--- src/rtl/sqrt_inverse_square.sv ---
// Purpose : squares an unsigned Q10.6 magnitude back to a rounded, saturated integer power.
// Latency : 18 enabled cycles per result (accept + 16 shift-add steps + round); ce low stretches it.
// Backpr. : din_ready is high only while idle; din_valid while busy is ignored, never queued.
//
// Ports:
//   clk, rst            rising-edge clock, asynchronous active-high reset
//   ce                  clock enable; all state holds while low (dout_valid still self-clears)
//   din, din_valid      Q10.6 magnitude and its qualifier, taken when din_ready & ce
//   din_ready           high in IDLE only
//   dout, dout_valid    rounded integer square, one-cycle pulse on each new result
//   dout_ovf            result was clipped to all ones; held until the next result
module sqrt_inverse_square #(
    parameter int IN_WIDTH  = 16,
    parameter int IN_FRAC   = 6,
    parameter int OUT_WIDTH = 17
) (
    input  logic                 clk,
    input  logic                 rst,
    input  logic                 ce,
    input  logic [IN_WIDTH-1:0]  din,
    input  logic                 din_valid,
    output logic                 din_ready,
    output logic [OUT_WIDTH-1:0] dout,
    output logic                 dout_valid,
    output logic                 dout_ovf
);

    localparam int ACC_W = 2 * IN_WIDTH;
    localparam int CNT_W = $clog2(IN_WIDTH);
    localparam int SHIFT = 2 * IN_FRAC;

    localparam logic [1:0] S_IDLE  = 2'd0;
    localparam logic [1:0] S_MUL   = 2'd1;
    localparam logic [1:0] S_ROUND = 2'd2;

    localparam logic [CNT_W-1:0] CNT_LAST = CNT_W'(IN_WIDTH - 1);
    // One half LSB of the integer result, expressed in the Q20.12 accumulator scale.
    localparam logic [ACC_W:0]   RND_HALF = (ACC_W + 1)'(1) << (SHIFT - 1);

    logic [1:0]           state;
    logic [IN_WIDTH-1:0]  opnd;      // serves as both multiplicand and multiplier
    logic [ACC_W-1:0]     acc;
    logic [CNT_W-1:0]     cnt;

    logic [ACC_W-1:0]     pp;
    logic [ACC_W:0]       acc_rnd;
    logic [ACC_W:0]       r_full;
    logic                 sat;

    always_comb begin
        pp      = ACC_W'(opnd) << cnt;
        // One spare bit so adding the half LSB can never wrap.
        acc_rnd = {1'b0, acc} + RND_HALF;
        r_full  = acc_rnd >> SHIFT;
        sat     = |r_full[ACC_W:OUT_WIDTH];
    end

    assign din_ready = (state == S_IDLE);

    always_ff @(posedge clk or posedge rst) begin
        if (rst) begin
            state      <= S_IDLE;
            opnd       <= '0;
            acc        <= '0;
            cnt        <= '0;
            dout       <= '0;
            dout_valid <= 1'b0;
            dout_ovf   <= 1'b0;
        end else begin
            // Pulse clears every clock, even with ce low, so it is never stretched.
            dout_valid <= 1'b0;
            if (ce) begin
                case (state)
                    S_IDLE: begin
                        if (din_valid) begin
                            opnd  <= din;
                            acc   <= '0;
                            cnt   <= '0;
                            state <= S_MUL;
                        end
                    end
                    S_MUL: begin
                        if (opnd[cnt]) begin
                            acc <= acc + pp;
                        end
                        cnt <= cnt + CNT_W'(1);
                        if (cnt == CNT_LAST) begin
                            state <= S_ROUND;
                        end
                    end
                    S_ROUND: begin
                        dout_valid <= 1'b1;
                        dout_ovf   <= sat;
                        if (sat) begin
                            dout <= '1;
                        end else begin
                            dout <= r_full[OUT_WIDTH-1:0];
                        end
                        state <= S_IDLE;
                    end
                    default: begin
                        state <= S_IDLE;
                    end
                endcase
            end
        end
    end

endmodule
--- config.mk ---
export PLATFORM = sky130hd
export DESIGN_NAME = sqrt_inverse_square
export DESIGN_NICKNAME = d
export VERILOG_FILES = /design/src/rtl/sqrt_inverse_square.sv
export SDC_FILE = /design/constraint.sdc
export NUM_CORES = 1
export LEC_CHECK = 0
export ABC_CLOCK_PERIOD_IN_PS = 4870
export CORE_ASPECT_RATIO = 0.7
export CORE_UTILIZATION = 60
export DETAILED_ROUTE_END_ITERATION = 16
export HOLD_SLACK_MARGIN = 0.1
export PLACE_DENSITY = 0.81
export SLEW_MARGIN = 30
export SYNTH_ARGS = -nofsm -noshare
export SYNTH_HDL_FRONTEND = slang
export SYNTH_SLANG_ARGS = --single-unit
--- constraint.sdc ---
create_clock -name clk -period 4.87 [get_ports clk]
set_input_delay 0.974 -clock clk [delete_from_list [all_inputs] [get_ports clk]]
set_output_delay 0.974 -clock clk [all_outputs]
set_load 0.05 [all_outputs]
==> metrics, run 1 <==
run status completed; residual overflow from global routing 0; flip-flop and latch count after synthesis 73; post-synthesis instance total 639; combined global-route utilization of all metal layers 0.305; summed negative setup slack over all endpoints 0 ns; required time at the worst-slack endpoint 5.09 ns; # port buffers 39; placement-stage worst setup slack 0.411 ns; leakage component of the power 2.86 nW; number of buffers inserted for hold repair after clock tree synthesis 0; share of the synthesized area in the top cell type 0.332; endpoint of the most critical register-to-register path acc[26]; R2R cell count 15; number of buffers added by the clock tree synthesis step 9; top_reg_cell synth dfrtp_1; filler instances 701; Clock Tree Root clkbuf_16; die outline area 9550 sq um; ANT cells 0; launching element type of the critical path register; wire length of the first global-routing pass 22400 um; transition at the pin with the smallest max-transition slack 0.832 ns; final-report max-slew violation count 0; CORE AREA 8650 sq um; largest net degree at the start of global routing 49; leading cell types in the layout, fill and taps excluded nand2_1, dfrtp_1, nor2_1; Area contributors post-synth dfrtp_1, ha_1, nand2_1; CTS tree built; share of the core filled with cells in the final layout 0.726; reg-to-reg setup timing slack 0.21 ns; endpoint type of the worst setup path register; clock latency reported for the late side of the worst-skew pair 0.34 ns; sequential fraction of the synthesis area 0.332; post-synthesis instance area 5500 sq um; cell taking the most area after synthesis dfrtp_1; most frequent standard cell in the layout excluding fill and tap cells nand2_1; startpoint of the lowest-slack register-to-register path cnt[0]; clock tree sinks 73; number of global-route vias before repair 4664; P per Cell Area 816 nW/um^2; DRC viols 0; Max clock buf depth 2; count of flip-flops with a built-in enable after synthesis 0; number of design-rule violations left by the first detailed-router iteration 535; hold path startpoint acc[4]; final weighted congestion in routability-driven placement 0.948; count of cells along the worst hold path 2; Yosys Warn Count 0; CTS-repair resized insts 0; placed insts 779; non-filler cells in the finished layout 794; synthesized net count 693; top-level port count 40; Async S/R FF share, synth 1.00; nets@finish 724; antenna violations before repair 0; final routed wire length divided by cell count 17.5 um; final worst setup slack 0.212 ns; total power 5.13 mW; number of detailed-route iterations in the first pass 7; layout overhead on the synthesized area 14.3%; number of rows in the core area 28; Final period util 0.956; share of cells above drive strength 1 0.0964; Hold Path Sink acc[4]; headroom to the max-slew limit 0.445; vias after detailed routing 5033; Clock H-tree levels 3; Setup Fix Bufs, Post-CTS 0; RSZ-0062 raised after global routing false; Clk pin slew, worst setup/hold paths 0.06 ns; maximum net fanout on the critical path 23; fin crit period 4.66 ns; number of max-cap violations 0; height of the die 82.1 um; classification of the worst-slack hold path reg2reg; Max Clk Rate 0.215 GHz; Vias per Instance 6.34; final setup skew 0.00476 ns; Detail Route Antenna Nets 0; Data arrival, critical path 4.88 ns; distinct cell type count after synthesis 64; Die W 116 um; starting density of the core 0.635; final HPWL from detailed placement 10100 um; worst supply voltage drop on vdd 0.000692 V; path type of the worst setup path reg2reg; Hold Vio Cnt, Final 0; total wire length 13900 um; Finish-stage setup viols 0; average size of a mapped cell 8.60 sq um
cells in the mapped netlist, drive strengths merged (2+ instances only):
cell and n:
o211ai 3, nand4 4, a32o 6, nor2 64
and2 7, nor4 2, nand2 75, o21ai 45
xnor2 21, o21a 5, and3 12, nor3 10
a31oi 7, mux2 22, mux2i 14, a211o 2
nor2b 6, a21o 16, a211oi 3, inv 24
ha 33, a311oi 2, dfrtp 73, xor2 15
a21oi 55, o31ai 13, a22o 9, a31o 2
or2 2, mux4 6, nand3 21, clkbuf 14
buf 15, o21bai 2, o22ai 3, or4 2
o2bb2ai 2, nand2b 3, or3 5
report_power, final:
| part | internal (mW) | switching (mW) |
|---|---|---|
| logic | 1.38 | 1.94 |
| registers | 0.823 | 0.287 |
| clock network | 0.444 | 0.260 |
| total | 2.65 | 2.48 |
cells by family after synthesis:
logic type / count (synthesis) / share of synthesized area
multiplexers: 42 / 0.0952
flip-flops: 73 / 0.332
XOR/XNOR: 36 / 0.0574
AO/OA/AOI/OAI: 183 / 0.215
adder cells (fa/ha/maj): 34 / 0.0788
AND/OR/NAND/NOR: 217 / 0.179
buffers and inverters: 54 / 0.0421
how the worst max path moves through the flow:
stage,start,end
detailed placement,cnt[0],acc[26]
floorplan,cnt[0],acc[26]
global route,cnt[0],acc[26]
finish,cnt[0],acc[26]
CTS,cnt[0],acc[26]
global placement,cnt[0],acc[30]
area by class of cell:
type,instances,area [sq um],share of cell area
Clock inverter,6,83.8,0.0133
Inverter,25,95.1,0.0151
Timing Repair Buffer,49,465,0.0741
Tap cell,120,150,0.0239
Multi-Input combinational cell,512,3440,0.547
Clock buffer,9,225,0.0358
Sequential cell,73,1830,0.291
through the flow:
| step | area (sq um) | hold slack (ns) |
|---|---|---|
| finish | 6280 | 0.493 |
| global route | 6280 | 0.498 |
| CTS | 6280 | 0.488 |
| detailed placement | 5970 | 0.474 |
| global placement | 5970 | 0.465 |
| floorplan | 5500 | 0.449 |
flip-flops by register name, summed over array words and instances, names as in the netlist:
name        flops
dout_ovf        1
dout           17
opnd           16
acc            32
cnt             4
state           2
dout_valid      1
per-layer routing:
layer / vias up / part of all wire / global-route usage
li1: 2369 / - / -
met1: 2407 / 0.45 / 0.409
met2: 226 / 0.45 / 0.486
met3: 31 / 0.082 / 0.0723
met4: 0 / 0.019 / 0.0974
met5: - / 0 / 0
worst max-delay path, cell delays in order (launching register included):
cell and delay (ns):
dfrtp_1 0.88, mux2_2 0.44, o21ai_0 0.39, o21ai_0 0.21
nor2_1 0.13, a21oi_1 0.07, ha_1 0.37, a21o_1 0.23
a311oi_2 0.31, a21oi_1 0.15, and2_4 0.19, or2_1 0.23
o21ai_2 0.18, a21oi_1 0.11, or3_1 0.36, a32o_1 0.27
Note: power is estimated with default switching activity, not from simulation.
==> inputs of run 2 (changes only) <==
--- a/config.mk
+++ b/config.mk
@@ -6,11 +6,14 @@
 export NUM_CORES = 1
 export LEC_CHECK = 0
 export ABC_CLOCK_PERIOD_IN_PS = 4870
+export CELL_PAD_IN_SITES_DETAIL_PLACEMENT = 0
+export CELL_PAD_IN_SITES_GLOBAL_PLACEMENT = 1
 export CORE_ASPECT_RATIO = 0.7
-export CORE_UTILIZATION = 60
+export CORE_MARGIN = 1.5
+export CORE_UTILIZATION = 46
 export DETAILED_ROUTE_END_ITERATION = 16
 export HOLD_SLACK_MARGIN = 0.1
-export PLACE_DENSITY = 0.81
+export PLACE_DENSITY_LB_ADDON = 0.1
 export SLEW_MARGIN = 30
 export SYNTH_ARGS = -nofsm -noshare
 export SYNTH_HDL_FRONTEND = slang
==> metrics, run 2 (synthesized netlist as in run 1, its figures left out) <==
ANT cells 0 (unchanged); Die W 134 um (was 116 um); reg-to-reg setup timing slack 0.47 ns (was 0.21 ns); number of rows in the core area 33 (was 28); fin crit period 4.40 ns (was 4.66 ns); met2 wire len 5890 um (was 6220 um); final setup skew 0.00314 ns (was 0.00476 ns); number of buffer and inverter stages on the critical path 0 (unchanged); number of buffers inserted for hold repair after clock tree synthesis 0 (unchanged); placement-stage worst setup slack 0.511 ns (was 0.411 ns); total power 5.13 mW (about the same); top-level port count 40 (unchanged); Setup Fix Bufs, Post-CTS 0 (unchanged); Biggest register acc (unchanged); gate family responsible for the most delay along the worst path compound AO/OA/AOI/OAI gates (unchanged); maximum net fanout on the critical path 19 (was 23); share of cells above drive strength 1 0.0963 (was 0.0964); classification of the worst-slack hold path reg2reg (unchanged); WP depth 14 (was 15); number of design-rule violations left by the first detailed-router iteration 266 (was 535); summed negative setup slack over all endpoints 0 ns (unchanged); Clk pin slew, worst setup/hold paths 0.06 ns (about the same); final HPWL from detailed placement 10400 um (was 10100 um); leakage component of the power 2.85 nW (was 2.86 nW); DRC viols 0 (unchanged); Final period util 0.904 (was 0.956); required time at the worst-slack endpoint 5.14 ns (was 5.09 ns); final routed wire length divided by cell count 16.7 um (was 17.5 um); Max clock buf depth 2 (unchanged); layout overhead on the synthesized area 15.4% (was 14.3%); number of global-route vias before repair 4385 (was 4664); number of buffers added by the clock tree synthesis step 9 (unchanged); launching element type of the critical path register (unchanged); final-report max-slew violation count 0 (unchanged); starting density of the core 0.470 (was 0.635); startpoint of the lowest-slack register-to-register path cnt[0] (unchanged); clock tree sinks 73 (unchanged); wire length the detailed router placed on met1 7230 um (was 6250 um); capture point of the worst path acc[31] (was acc[26]); residual overflow from global routing 0 (unchanged); path type of the worst setup path reg2reg (unchanged); Clock Tree Root clkbuf_16 (unchanged); Clock H-tree levels 3 (unchanged); Met3 Wirelength 611 um (was 1130 um); CTS tree built (unchanged); Worst setup startpoint cnt[0] (unchanged); Max Clk Rate 0.227 GHz (was 0.215 GHz); clock latency reported for the late side of the worst-skew pair 0.33 ns (was 0.34 ns); worst supply voltage drop on vdd 0.000443 V (was 0.000692 V); crit path max-delay cell type dfrtp_1 (unchanged); endpoint type of the worst setup path register (unchanged); Largest regs acc x32, dout x17, opnd x16 (unchanged); largest net degree at the start of global routing 49 (unchanged); longest individual stage delay on the worst path 0.78 ns (was 0.88 ns); final worst setup slack 0.466 ns (was 0.212 ns); # port buffers 39 (unchanged); uppermost routed layer met4 (unchanged); height of the die 94.5 um (was 82.1 um); Finish-stage setup viols 0 (unchanged); most frequent standard cell in the layout excluding fill and tap cells nand2_1 (unchanged); wire length of the first global-routing pass 22900 um (was 22400 um); R2R cell count 14 (was 15); nets@finish 724 (unchanged); P per Cell Area 810 nW/um^2 (was 816 nW/um^2); total wire length 13900 um (about the same); Detail Route Antenna Nets 0 (unchanged); antenna violations before repair 0 (unchanged); run status completed (unchanged); Hold Vio Cnt, Final 0 (unchanged); Vias per Instance 5.79 (was 6.34); flip-flop count of the largest register after layout 32 (unchanged); vias after detailed routing 4816 (was 5033); Data arrival, critical path 4.68 ns (was 4.88 ns); headroom to the max-slew limit 0.445 (about the same); CORE AREA 11700 sq um (was 8650 sq um); cells along the critical path mux2_2 > o21ai_0 > a21oi_1 > and2_1 > ha_1 > a21o_1 > nor3_1 > o21ai_1 > nor3b_1 > o21a_1 > a211o_1 > a21oi_1 > or4b_1 > nand3_1 (was mux2_2 > o21ai_0 > o21ai_0 > nor2_1 > a21oi_1 > ha_1 > a21o_1 > a311oi_2 > a21oi_1 > and2_4 > or2_1 > o21ai_2 > a21oi_1 > or3_1 > a32o_1); die outline area 12600 sq um (was 9550 sq um); Top cell by count, worst path a21oi_1 (unchanged); CTS-repair resized insts 0 (unchanged); leading cell types in the layout, fill and taps excluded nand2_1, dfrtp_1, nor2_1 (unchanged); transition at the pin with the smallest max-transition slack 0.833 ns (was 0.832 ns); endpoint of the most critical register-to-register path acc[31] (was acc[26]); number of max-cap violations 0 (unchanged); RSZ-0062 raised after global routing false (unchanged); combined global-route utilization of all metal layers 0.232 (was 0.305); number of detailed-route iterations in the first pass 5 (was 7); final weighted congestion in routability-driven placement 0.921 (was 0.948)
run 2: cell types whose count changed in the layout (fill, tap and decap cells not counted), sizes merged:
cell	change
clkbuf	+1
inv	+2
clkinvlp	+3
clkinv	-5
run 2: layout make-up:
type	instances	area [sq um]
Fill cell	1066	5340
Inverter	25	93.8
Multi-Input combinational cell	512	3440
Tap cell	157	196
Timing Repair Buffer	49	465
Clock buffer	10	229
Clock inverter	6	91.3
Sequential cell	73	1830
run 2: power by group:
part           leakage (nW)  internal [mW]  switching [mW]
Clock                 0.145          0.451           0.276
Combinational          1.79           1.38            1.92
Sequential            0.914          0.822           0.279
Total                  2.85           2.66            2.48
run 2: layer usage:
layer	track usage	vias to the layer above
met4	0.0553	0
met2	0.348	121
met5	0	-
met3	0.0376	16
li1	-	2373
met1	0.349	2306
run 2: how the worst min path moves through the flow:
stage | cells past startpoint | from | slack, ns | to
final | 2 | acc[2] | 0.49 | acc[2]
after global routing | 1 | dout[9] | 0.51 | dout[9]
after CTS | 2 | acc[9] | 0.49 | acc[9]
after detailed placement | 2 | acc[9] | 0.48 | acc[9]
after global placement | 2 | acc[4] | 0.47 | acc[4]
after floorplan | 2 | acc[4] | 0.45 | acc[4]
run 2: worst register-to-register path: cells and delay by family (launching register included):
kind,cells,cell delay (ns)
compound gates,7,1.45
simple gates,5,1.27
flops,1,0.78
fa+ha+maj,1,0.43
mux,1,0.42
run 2: per-stage QoR:
| step | util | hold slack, ns | area, sq um | cells |
|---|---|---|---|---|
| 6_report | 0.543 | 0.489 | 6340 | 832 |
| 5_1_grt | 0.543 | 0.509 | 6340 | 832 |
| 4_1_cts | 0.543 | 0.495 | 6340 | 832 |
| 3_5_place_dp | 0.515 | 0.481 | 6020 | 816 |
| 3_3_place_gp | 0.515 | 0.467 | 6020 | 816 |
| 2_1_floorplan | - | 0.449 | 5500 | 639 |
==> inputs of run 3 (changes only) <==
--- a/config.mk
+++ b/config.mk
@@ -14,7 +14,7 @@
 export DETAILED_ROUTE_END_ITERATION = 16
 export HOLD_SLACK_MARGIN = 0.1
 export PLACE_DENSITY_LB_ADDON = 0.1
-export SLEW_MARGIN = 30
+export SLEW_MARGIN = 20
 export SYNTH_ARGS = -nofsm -noshare
 export SYNTH_HDL_FRONTEND = slang
 export SYNTH_SLANG_ARGS = --single-unit
==> results of run 3 <==
Same layout as run 2: the final DEF is identical, and so are final timing and power.
